$ cat src/rtl/sracc.sv
// sracc: streaming single-precision accumulator for same-sign groups of words.
// Wraps the combinational sradd magnitude adder on the acc->acc path.
// Optional build macro: SRACC_SIGN_CHECK_EN (discard and flag opposite-sign words).

// sradd: adds the magnitudes of a and b, result carries a's sign; truncating.
module sradd (
    input  logic [31:0] a,
    input  logic [31:0] b,
    output logic [31:0] sum,
    output logic        ovf
);
    logic [30:0] big;
    logic [30:0] sml;
    logic [7:0]  e_big;
    logic [7:0]  e_sml;
    logic [7:0]  shamt;
    logic [23:0] m_big;
    logic [23:0] m_sml;
    logic [23:0] m_sml_sh;
    logic [24:0] msum;
    logic [8:0]  exp9;
    logic [22:0] frac;

    // Align the smaller operand to the larger one, add, renormalise by one bit.
    always_comb begin
        big      = a[30:0];
        sml      = b[30:0];
        if (b[30:0] > a[30:0]) begin
            big = b[30:0];
            sml = a[30:0];
        end
        e_big    = (big[30:23] == 8'd0) ? 8'd1 : big[30:23];
        e_sml    = (sml[30:23] == 8'd0) ? 8'd1 : sml[30:23];
        m_big    = {(big[30:23] != 8'd0), big[22:0]};
        m_sml    = {(sml[30:23] != 8'd0), sml[22:0]};
        shamt    = e_big - e_sml;
        m_sml_sh = (shamt >= 8'd24) ? 24'd0 : (m_sml >> shamt);
        msum     = {1'b0, m_big} + {1'b0, m_sml_sh};
        if (msum[24]) begin
            exp9 = {1'b0, e_big} + 9'd1;
            frac = msum[23:1];
        end else begin
            exp9 = msum[23] ? {1'b0, e_big} : 9'd0;
            frac = msum[22:0];
        end
        ovf = (exp9 >= 9'd255);
        sum = {a[31], exp9[7:0], frac};
    end
endmodule

module sracc #(
    parameter int unsigned CNT_W = 8
) (
    input  logic             clk,
    input  logic             reset,
    input  logic             in_valid,
    output logic             in_ready,
    input  logic [31:0]      in_data,
    input  logic             in_last,
    output logic             out_valid,
    input  logic             out_ready,
    output logic [31:0]      out_data,
    output logic [CNT_W-1:0] out_count,
    output logic             out_err
);
    localparam int unsigned DATA_W = 32;
    localparam logic [CNT_W-1:0] CNT_MAX = {CNT_W{1'b1}};
    localparam logic [DATA_W-1:0] ACC_NAN = 32'hFFFF_FFFF;

    typedef enum logic [1:0] {
        S_IDLE = 2'd0,
        S_ACC  = 2'd1,
        S_HOLD = 2'd2
    } state_t;

    state_t            state_q, state_d;
    logic [DATA_W-1:0] acc_q, acc_d;
    logic [CNT_W-1:0]  cnt_q, cnt_d;
    logic              err_q, err_d;
    logic              out_valid_q, out_valid_d;
    logic              in_ready_q, in_ready_d;
    logic              accept_c;
    logic [DATA_W-1:0] add_sum_c;
    logic              add_ovf_c;

    assign accept_c = in_valid && in_ready_q;

    sradd u_sradd (
        .a   (acc_q),
        .b   (in_data),
        .sum (add_sum_c),
        .ovf (add_ovf_c)
    );

    // Next-state, accumulator, counter and error update.
    always_comb begin
        state_d     = state_q;
        acc_d       = acc_q;
        cnt_d       = cnt_q;
        err_d       = err_q;
        case (state_q)
            S_IDLE: begin
                if (accept_c) begin
                    acc_d   = in_data;
                    cnt_d   = CNT_W'(1);
                    err_d   = 1'b0;
                    state_d = in_last ? S_HOLD : S_ACC;
                end
            end
            S_ACC: begin
                if (accept_c) begin
                    cnt_d = (cnt_q == CNT_MAX) ? cnt_q : cnt_q + CNT_W'(1);
                    if (acc_q[30:0] == 31'd0) begin
                        acc_d = in_data;
                    end else if (in_data[30:0] == 31'd0) begin
                        acc_d = acc_q;
                    end
`ifdef SRACC_SIGN_CHECK_EN
                    else if (in_data[31] != acc_q[31]) begin
                        err_d = 1'b1;
                    end
`endif
                    else if ((acc_q == ACC_NAN) || add_ovf_c) begin
                        acc_d = ACC_NAN;
                        err_d = 1'b1;
                    end else begin
                        acc_d = add_sum_c;
                    end
                    if (in_last) begin
                        state_d = S_HOLD;
                    end
                end
            end
            S_HOLD: begin
                if (out_valid_q && out_ready) begin
                    state_d = S_IDLE;
                end
            end
            default: state_d = S_IDLE;
        endcase
        out_valid_d = (state_d == S_HOLD);
        in_ready_d  = (state_d != S_HOLD);
    end

    // State and output registers.
    always_ff @(posedge clk or posedge reset) begin
        if (reset) begin
            state_q     <= S_IDLE;
            acc_q       <= '0;
            cnt_q       <= '0;
            err_q       <= 1'b0;
            out_valid_q <= 1'b0;
            in_ready_q  <= 1'b1;
        end else begin
            state_q     <= state_d;
            acc_q       <= acc_d;
            cnt_q       <= cnt_d;
            err_q       <= err_d;
            out_valid_q <= out_valid_d;
            in_ready_q  <= in_ready_d;
        end
    end

    assign in_ready  = in_ready_q;
    assign out_valid = out_valid_q;
    assign out_data  = acc_q;
    assign out_count = cnt_q;
    assign out_err   = err_q;
endmodule

$ cat config.mk
export PLATFORM = sky130hd
export DESIGN_NAME = sracc
export DESIGN_NICKNAME = d
export VERILOG_FILES = /design/src/rtl/sracc.sv
export SDC_FILE = /design/constraint.sdc
export NUM_CORES = 1
export LEC_CHECK = 0
export ABC_AREA = 1
export BUFFER_PORTS_ARGS = -buffer_cell sky130_fd_sc_hd__buf_2
export CAP_MARGIN = 40
export CORE_UTILIZATION = 40
export DETAILED_ROUTE_END_ITERATION = 10
export SETUP_SLACK_MARGIN = 0.05
export SKIP_CTS_REPAIR_TIMING = 1
export SYNTH_ARGS = -nofsm -noshare
export SYNTH_HDL_FRONTEND = slang
export SYNTH_HIERARCHICAL = 1
export SYNTH_SLANG_ARGS = --single-unit
$ cat constraint.sdc
create_clock -name clk -period 7.7 [get_ports clk]
set_clock_uncertainty 0.1 [all_clocks]
set_input_delay 1.54 -clock clk [delete_from_list [all_inputs] [get_ports clk]]
set_output_delay 1.54 -clock clk [all_outputs]
set_load 0.03 [all_outputs]
==> impl.org, run 1 <==
** Cells and area
- Cells with a size suffix above 1 make up 32.16% of the layout.
- After routing the design area is between 0.01 and 0.015 mm².
- Multi-input combinational cell area :: 0.006558 mm²
- Counting the fill cells in the layout gives 1768.
- After the last flow step, the layout net total stands at 1720.
- Cell Count, Final, Fillers Out :: 1880
- Measured on the finished design, the core utilization comes to 60.45%.
- Relative to the synthesized area, the layout overhead comes to 46.94%.
- Antenna cells :: 0
- Area taken by flip-flops and latches :: 0.001127 mm²

** Setup path
- Reg2reg end :: out_data[8]
- Critical Path Max Stage Delay :: between 0.3 and 0.4 ns
- CP arrival :: 8.24 ns
- In this design, the largest share of critical-path delay is due to simple AND/OR/NAND/NOR gates.
- Reg2reg start :: out_data[8]
- Largest fanout on the critical path :: 8
- The setup check on the worst reg-to-reg path leaves a slack of 0.27 ns.
- For this design, the slowest cell found on the critical path is ha_1.
- Counting cells, the worst reg-to-reg path comes to between 50 and 60.
- CP required :: 7.78 ns
- STA classifies the critical path endpoint as a flip-flop.
- Most repeated library cell on the critical path :: nand2_1
- Buffers and inverters on the worst path :: 13
- Kind of critical path :: in2reg
- Startpoint type of the worst setup path :: primary input

** Run status
- Failing checks :: setup timing
- The flow ran to the end, but the final reports show violations.

** GRT
- Number of antenna violations at the first check in global routing :: 0
- Leftover overflow at the end of global routing :: 0
- Global-route wire length before repair :: 45660 µm
- Entering global routing, the biggest net connects 55 pins.
- Via count of the first global-routing pass :: 8797
- Global routing consumed, over all layers together, approximately 30% of the routing resources.

** Clock tree
- TritonCTS clock tree :: yes
- In this run the deepest clock path goes through 2 buffers.
- CTS root buf :: clkbuf_16
- Clock sinks :: 45
- Latest clock arrival within the worst-skew pair :: 0.29 ns
- After clock tree synthesis, the clock-pin slew on the worst setup and hold paths is 0.06 ns.
- Cts bufs inserted :: 5
- The H-tree was split into 2 levels.

** STA
- Final Worst Setup Slack :: -0.4543 ns
- Max-slew violation count :: 0
- Final critical delay including setup and external delays :: 8.154 ns
- The worst pin sits at a relative slew slack of 38.72%.
- Achievable frequency :: 0.1226 GHz
- Number of setup violations in the final report :: 33
- For the pin with the worst max-slew slack, the measured transition is 0.9157 ns.
- Setup repair after global routing could not meet its margin everywhere.
- In the finished design, the share of the clock period the worst path needs comes to 105.9%.
- The final count of hold timing violations was 0.

** Yosys
- The commonest cells after synthesis are nand2_1 (461), nand3_1 (159), inv_1 (149), nor2_1 (114), o21ai_0 (87).
- Asr flop ratio synth :: 100.0%
- Top-count cell post-synth :: nand2_1
- The synthesized netlist occupies a cell area of 0.007746 mm².
- By area the synthesized netlist is led by nand2_1 (22%), dfrtp_1 (14%), nand3_1 (10%).
- Synthesized area per cell :: 5.721 µm²
- Yosys mapped the design onto 54 distinct sky130hd cell types.
- Number of flops mapped to enable cells by yosys :: 0
- Sequential cells were found to cover roughly 15% of the synthesized design area.
- Synthesized instance count :: 1354
- Number of register bits inferred by synthesis :: 45
- For this run, the number of Yosys warnings is 6.
- In the synthesized netlist the dominant register cell turns out to be dfrtp_1.
- Summed over its instances, the top area cell type makes up 22.34% of the synthesized netlist area.
- Counting every net in the synthesized netlist gives 1455.
- Of all cell types, the one taking the most synthesized area is nand2_1.

** Floorplanning
- Initial core utilization :: 41.14%
- Measured along the y axis, the die boundary spans 141.2 µm.
- Number of top-level design ports :: 80
- Area enclosed by the die boundary :: 0.01993 mm²
- Die Width :: 141.2 µm
- The initialized floorplan defines 50 standard-cell rows.
- Area of the core :: 0.01883 mm²

** Place
- Number of cells in the design after placement :: 1844
- Port buffering added 79 buffers.
- Detailed placement ended at an HPWL of 23540 µm.
- Routability-driven placement finished with a final weighted congestion of 0.9222.
- At the placement stage, the worst setup path has a slack of -0.7339 ns.
- After detailed placement, the total cell area comes to 0.009913 mm².

** Min path
- Endpoint, Worst Hold :: out_err
- The worst hold path passes through 2 cells.
- Type of the worst min-delay path :: reg2reg
- The worst hold path begins at out_err.

** Drt
- Detailed Route Iter0 Violations :: 980
- Vias after detailed routing :: 10084
- For this run, design rule violations remaining after detail routing come to 0.
- The count of nets left with antenna violations once routing finished came out at 0.
- Wires add up to 31660 µm.
- Dividing the detail-routed wire length by the instance count gives between 15 and 20 µm.
- Detailed Routing Iterations Pass 1 :: 6
- Using the TritonRoute via totals, the vias-per-cell ratio works out to between 5 and 6.

** Flow run
- Max-cap viol count :: 0
-- routing by layer --
layer	track usage (%)	routed length [µm]
met2	44.92	14360
met3	2.514	2113
met5	0	0
met1	42.06	14040
met4	11.04	1147
-- registers in the layout, summed over array words and instances, names as in the netlist --
register	flops
state_q	2
in_ready	1
out_data	32
out_count	8
out_valid	1
out_err	1
-- cell families (layout without fill, tap and decap cells) --
logic type,count (synthesis),count (layout),synth area share [%]
compound gates,176,176,12.47
flops,45,45,14.55
xor+xnor,30,30,3.683
buf+inv,217,483,12.55
mux,2,2,0.2584
simple gates,820,820,46.05
fa+ha+maj,64,64,10.43
-- how the worst max path moves through the flow --
stage,from,to,cells past startpoint
CTS,in_data[13],out_data[17],58
global placement,in_data[13],out_data[7],63
floorplan,in_data[29],out_data[0],62
global route,in_data[28],out_data[8],61
finish,in_data[30],out_data[8],51
detailed placement,in_data[13],out_data[13],58
-- layout make-up --
class	instances	share of cell area, %
timing repair buffer	316	22.83
sequential	45	9.904
tap	260	2.858
multi-input combinational	1092	57.61
clock buffer	6	1.132
clock inverter	2	0.3078
inverter	159	5.353
-- placed cells by master, fill, tap and decap left out, types with 15 or more instances in the layout --
| master | instances |
|---|---|
| nand2_1 | 424 |
| buf_4 | 210 |
| inv_1 | 141 |
| nand3_1 | 132 |
| nor2_1 | 90 |
| o21ai_0 | 81 |
| buf_2 | 66 |
| dfrtp_1 | 44 |
| ha_1 | 40 |
| nand4_1 | 36 |
| a21oi_1 | 36 |
| nand3_2 | 31 |
| nand2_2 | 30 |
| ha_4 | 22 |
| nor2_4 | 20 |
| xnor2_1 | 17 |
| buf_6 | 17 |
| inv_2 | 15 |
| clkbuf_16 | 15 |
-- worst register-to-register path: cells and delay by family, from the launching register on --
family                   cells  cell delay (ns)
adder cells (fa/ha/maj)      3             0.91
buffers and inverters       13             1.83
AND/OR/NAND/NOR             33             3.35
flip-flops                   1             0.45
AO/OA/AOI/OAI                5             0.69
-- stage by stage --
step	hold slack (ns)	TNS, ns
final	0.4386	-13.00
after global placement	0.4004	-19.49
after floorplan	0.4147	0
after detailed placement	0.4137	-22.62
after global routing	0.4666	-26.51
after CTS	0.4270	-13.08
Power of run 1 is not shown: default switching activity piles up to over one toggle a cycle in this logic, so the estimate is an artifact.
==> run 2, diff against run 1 <==
--- a/config.mk
+++ b/config.mk
@@ -8,7 +8,7 @@
 export ABC_AREA = 1
 export BUFFER_PORTS_ARGS = -buffer_cell sky130_fd_sc_hd__buf_2
 export CAP_MARGIN = 40
-export CORE_UTILIZATION = 40
+export CORE_UTILIZATION = 29
 export DETAILED_ROUTE_END_ITERATION = 10
 export SETUP_SLACK_MARGIN = 0.05
 export SKIP_CTS_REPAIR_TIMING = 1
==> impl.org, run 2 (same netlist as run 1, synthesis figures left out) <==
** Drt
- Vias after detailed routing :: 10073 (-0.11%)
- The total iterations of the first detailed-routing run is 6 (unchanged).
- The number of vias per cell was 5.118 (-4.6%).
- The average wire per standard cell was 16.08 µm (-4.5%).
- The final antenna-violating net count came to 0 (unchanged).
- The detailed router's first-iteration violation count came to 877 (-11%).
- The residual DRC count came to 0 (unchanged).
- Total length of routed wires :: 31650 µm (about the same)

** Floorplanning
- Die span in y :: 165.4 µm (+17%)
- The area of the core region came to 0.02613 mm² (+39%).
- The number of cell rows came to 59 (+18%).
- Die Width :: 165.4 µm (+17%)
- Number of top-level design ports :: 80 (unchanged)
- Initial core utilization :: 29.64% (-11 points)
- The total die area was 0.02737 mm² (+37%).

** Place
- The sum of net half-perimeters after detailed placement came to 23640 µm (+0.46%).
- Port bufs :: 79 (unchanged)
- The placer's final routability congestion estimate is 0.9287 (+0.70%).

** Setup path
- CP required :: 7.83 ns (+0.05 ns)
- CP arrival :: 8.30 ns (+0.06 ns)
- Crit path max-delay cell type :: fa_2
- Crit path from :: in_data[10]
- Element type at the critical path end :: flip-flop
- Reg2reg start :: out_data[14]
- Critical Path Max Stage Delay :: 0.35 ns (about the same)
- The maximum fanout count along the critical path came to 8 (unchanged).
- Kind of critical path :: in2reg
- The register-to-register setup slack was 0.19 ns (-0.08 ns).
- R2R cell count :: 61 (+13%)
- Startpoint type of the worst setup path :: primary input
- The endpoint identified for the worst register-to-register timing path is out_data[10].
- Termination of the worst setup path :: out_data[10]

** GRT
- Global-route wire length before repair :: 46640 µm (+2.2%)
- The total overflow reported by the global router is 0 (unchanged).
- Via count of the first global-routing pass :: 8934 (+1.6%)
- The global-route total usage across every layer came to 21.78% (-7.4 points).
- The number of antenna violations at the first check in global routing was 1 (+1).
- The largest net degree at the start of global routing was 55 (unchanged).

** Clock tree
- CTS root buf :: clkbuf_16
- The H-tree depth is 2 (unchanged).
- Cts bufs inserted :: 5 (unchanged)
- Clock input transition at the sequential cells of the worst setup and hold paths :: 0.09 ns (+0.03 ns)
- TritonCTS clock tree :: yes
- The number of buffers between clock root and the deepest sink was 2 (unchanged).
- The clock sink count is 45 (unchanged).
- Latest clock arrival within the worst-skew pair :: 0.31 ns (+0.02 ns)

** STA
- Setup repair after global routing could not meet its margin everywhere.
- Final Worst Setup Slack :: -0.4665 ns (-0.01228 ns)
- The post-route fraction of the period consumed by the critical path was 106.1% (+0.16 points).
- Max-slew violation count :: 0 (unchanged)
- Achievable frequency :: 0.1225 GHz (-0.15%)
- Number of setup violations in the final report :: 33 (unchanged)
- The worst slew margin relative to its limit came to 48.66% (+9.9 points).
- Transition time at the pin with the least slew margin :: 0.7674 ns (-0.1482 ns)
- The final critical-path required period is 8.167 ns (+0.01228 ns).
- The final count of hold timing violations is 0 (unchanged).

** Cells and area
- Top library cells by usage in the layout, fill and taps aside :: nand2_1 (432), buf_4 (225), nand3_1 (142)
- Share of cells above drive strength 1 :: 29.76% (-2.4 points)
- Net count reported at finish :: 1733 (+0.76%)
- The number of fillers in the final layout came to 2797 (+58%).
- Relative to the synthesized area, the layout overhead comes to 45.10%.
- Antenna cells :: 0 (unchanged)
- The library cell used most frequently in the layout, excluding fill and tap cells, is nand2_1.
- The utilization of the core after routing came to 43.01% (-17 points).
- The number of flip-flops under the largest register name is 32 (unchanged).

** Min path
- Hold depth :: 2 (unchanged)
- The worst hold path belongs to the class reg2reg.

** Run status
- Failing checks :: setup timing
- The flow ran to the end, but the final reports show violations.

** Flow run
- Max-cap viol count :: 0 (unchanged)
run 2: changes by cell type in the layout (fill, tap and decap cells not counted), sizes merged:
cell	previous run	this run
buf	306	320
clkbuf	16	14
inv	158	159
run 2: metal layers:
layer	global-route usage (%)	share of wire, %	vias up
li1	-	-	4962
met1	29.92	44	4643
met2	36.38	47	397
met3	2.098	6.4	69
met4	5.289	2.6	2
met5	0	0.041	-
run 2: area by class of cell:
type	count	area (µm²)	area share, %
Inverter	159	606.8	5.399
Multi-Input combinational cell	1092	6266	55.75
Timing Repair Buffer	329	2645	23.53
Sequential cell	45	1127	10.03
Clock buffer	5	125.1	1.113
Tap cell	335	419.2	3.729
Clock inverter	3	50.05	0.4453
run 2: through the flow:
stage,setup WS [ns],cell area (µm²),TNS [ns],cells,hold WS [ns]
2_1_floorplan,0.05384,7886,0,1354,0.4147
3_3_place_gp,-0.6915,10070,-21.64,1931,0.4087
3_5_place_dp,-0.7617,10110,-23.64,1933,0.4146
4_1_cts,-0.4769,10290,-14.10,1941,0.4311
5_1_grt,-0.8175,11240,-25.72,1968,0.4650
6_report,-0.4665,11240,-13.87,1968,0.4343
run 2: worst min path at each step:
stage                       startpoint      endpoint  slack (ns)
final                          out_err       out_err        0.43
after global routing      out_count[4]  out_count[4]        0.46
after CTS                      out_err       out_err        0.43
after detailed placement  out_count[4]  out_count[4]        0.41
after global placement         out_err       out_err        0.41
after floorplan             state_q[1]     out_valid        0.41
run 2: worst max-delay path: cells and delay by family:
kind,cells,cell delay (ns)
AND/OR/NAND/NOR,39,3.83
buffers and inverters,12,1.09
adder cells (fa/ha/maj),5,1.06
AO/OA/AOI/OAI,5,0.72
Power of run 2 is left out for the same reason.
==> run 3, diff against run 2 <==
==> constraint.sdc (replaced) <==
create_clock -name clk -period 8.99 [get_ports clk]
set_clock_uncertainty 0.1 [all_clocks]
set_input_delay 1.798 -clock clk [delete_from_list [all_inputs] [get_ports clk]]
set_output_delay 1.798 -clock clk [all_outputs]
set_load 0.03 [all_outputs]
==> impl.org, run 3 (same netlist as run 1, synthesis figures left out) <==
** Setup path
- Startpoint type of the worst setup path :: primary input
- The cell that appears most often on the critical path is nand2_1.
- STA classifies the critical path endpoint as a flip-flop.
- The register-to-register setup slack is 1.35 ns (+1.16 ns).
- CP arrival :: 8.75 ns (+0.45 ns)
- The worst stage delay on the critical path was 0.34 ns (about the same).
- The maximum fanout count along the critical path was 17 (+9).
- Crit path max-delay cell type :: ha_1
- Kind of critical path :: in2reg
- CP required :: 9.13 ns (+1.30 ns)

** Cells and area
- Most frequent standard cell in the layout excluding fill and tap cells :: nand2_1
- Area delta synth->final :: 31.64%
- Cell Count, Final, Fillers Out :: 1877 (-4.6%)
- Top library cells by usage in the layout, fill and taps aside :: nand2_1 (447), nand3_1 (150), inv_1 (145)
- Area taken by flip-flops and latches :: 0.001127 mm² (unchanged)
- The share of layout cells above drive strength 1 came to 23.15% (-6.6 points).
- Share of the core filled with cells :: 39.02% (-4.0 points)
- The final cell area excluding filler cells was 0.01020 mm² (-9.3%).
- The final layout net count came to 1642 (-5.3%).
- The total inserted antenna cells was 0 (unchanged).
- Fillers :: 2892 (+3.4%)
- The footprint of the multi-input gates was 0.006003 mm² (-4.2%).
- Flip-flop count of the largest register, all copies and words added :: 32 (unchanged)

** Clock tree
- The tree is rooted in a clkbuf_16.
- Cts bufs inserted :: 5 (unchanged)
- The number of buffers between clock root and the deepest sink was 2 (unchanged).
- The latest clock arrival within the worst-skew pair came to 0.31 ns (about the same).
- The H-tree depth is 2 (unchanged).
- The clock-pin slew on the worst setup and hold paths is 0.07 ns (-0.02 ns).
- The clock sink count is 45 (unchanged).
- TritonCTS clock tree :: yes

** GRT
- Number of antenna violations at the first check in global routing :: 0 (-1)
- Global-route wire length before repair :: 43680 µm (-6.4%)
- Maximum number of pins on one net before global-route repair :: 55 (unchanged)
- The number of global-route vias before repair is 8560 (-4.2%).
- The global-route total usage across every layer is 20.37% (-1.4 points).
- Leftover overflow at the end of global routing :: 0 (unchanged)

** Drt
- Detailed Route Iter0 Violations :: 910 (+3.8%)
- The number of vias per cell is 5.088 (-0.59%).
- The count of vias placed by the detailed router came to 9551 (-5.2%).
- Total length of routed wires :: 29300 µm (-7.4%)
- Post-detailed-route wirelength per cell :: 15.61 µm (-2.9%)
- The final antenna-violating net count was 0 (unchanged).
- The total iterations of the first detailed-routing run is 5 (-1).
- The residual DRC count was 0 (unchanged).

** Place
- Port bufs :: 79 (unchanged)
- The number of cells after detailed placement is 1842 (-4.7%).
- Post-detail-place hpwl :: 22290 µm (-5.7%)
- The area after detailed placement came to 0.009296 mm² (-8.1%).
- Last weighted congestion value of the routability-driven placer :: 0.9213 (-0.80%)

** Floorplanning
- Initial core utilization :: 29.64% (unchanged)
- Number of top-level design ports :: 80 (unchanged)
- The number of cell rows came to 59 (unchanged).
- Die Width :: 165.4 µm (unchanged)
- The die boundary height is 165.4 µm (unchanged).
- Area of the core :: 0.02613 mm² (unchanged)
- The total die area came to 0.02737 mm² (unchanged).

** STA
- Setup repair after global routing missed its margin :: yes
- Max transition margin :: 51.41% (+2.8 points)
- Fin. Hold Viols :: 0 (unchanged)
- Final critical delay including setup and external delays :: 8.613 ns
- Total negative slack :: 0 ns (+13.87 ns)
- Final cycle utilization of the critical path :: 95.80%
- Number of setup violations in the final report :: 0 (-100%)
- Achievable frequency :: 0.1161 GHz
- Transition time at the pin with the least slew margin :: 0.7263 ns (-0.04111 ns)
- Max-slew violation count :: 0 (unchanged)

** Run status
- Status :: complete, no violations

** Min path
- The tightest min-delay check is of the reg2reg type.

** Flow run
- Max-cap viol count :: 0 (unchanged)
==> run 3: cell count changes in the layout (fill, tap and decap cells not counted), sizes merged <==
cell    previous run  this run
inv              159       161
clkinv             2         0
buf              320       229
==> run 3: cell type report <==
class / count / share of cell area (%)
clock buffers: 5 / 1.227
clock inverters: 3 / 0.4663
inverters: 159 / 5.853
multi-input cells: 1092 / 58.87
flip-flops and latches: 45 / 11.06
well taps: 335 / 4.110
repair buffers: 238 / 18.42
==> run 3: final timing paths <==
path / start / endpoint / depth (start not counted)
max: in_data[20] / out_data[18] / 54
min: out_err / out_err / 2
max reg2reg: out_data[30] / out_data[18] / 54
min reg2reg: out_err / out_err / 2
max in group asynchronous: reset / in_ready / 3
min in group asynchronous: reset / out_data[8] / 2
==> run 3: per-layer routing <==
layer / part of all wire, % / track usage, % / up-vias / routed length (µm)
met5: 0 / 0 / - / 0
met4: 3.2 / 7.066 / 0 / 945
met3: 5.7 / 1.873 / 55 / 1677
met2: 47 / 33.97 / 350 / 13800
met1: 44 / 27.32 / 4373 / 12880
li1: - / - / 4773 / -
==> run 3: metrics by stage <==
stage	hold slack, ns	worst slack (ns)
after floorplan	0.4147	0.6730
after global routing	0.4632	-0.06505
after detailed placement	0.4182	-0.009019
after global placement	0.4210	0.04660
after CTS	0.4339	0.2758
final	0.4396	0.3772
==> run 3: worst max-delay path, delay by kind of cell <==
family / cells / cell delay [ns]
compound gates: 6 / 0.96
fa+ha+maj: 4 / 1.12
buf+inv: 11 / 1.32
simple gates: 33 / 3.50
Power of run 3 is left out for the same reason.
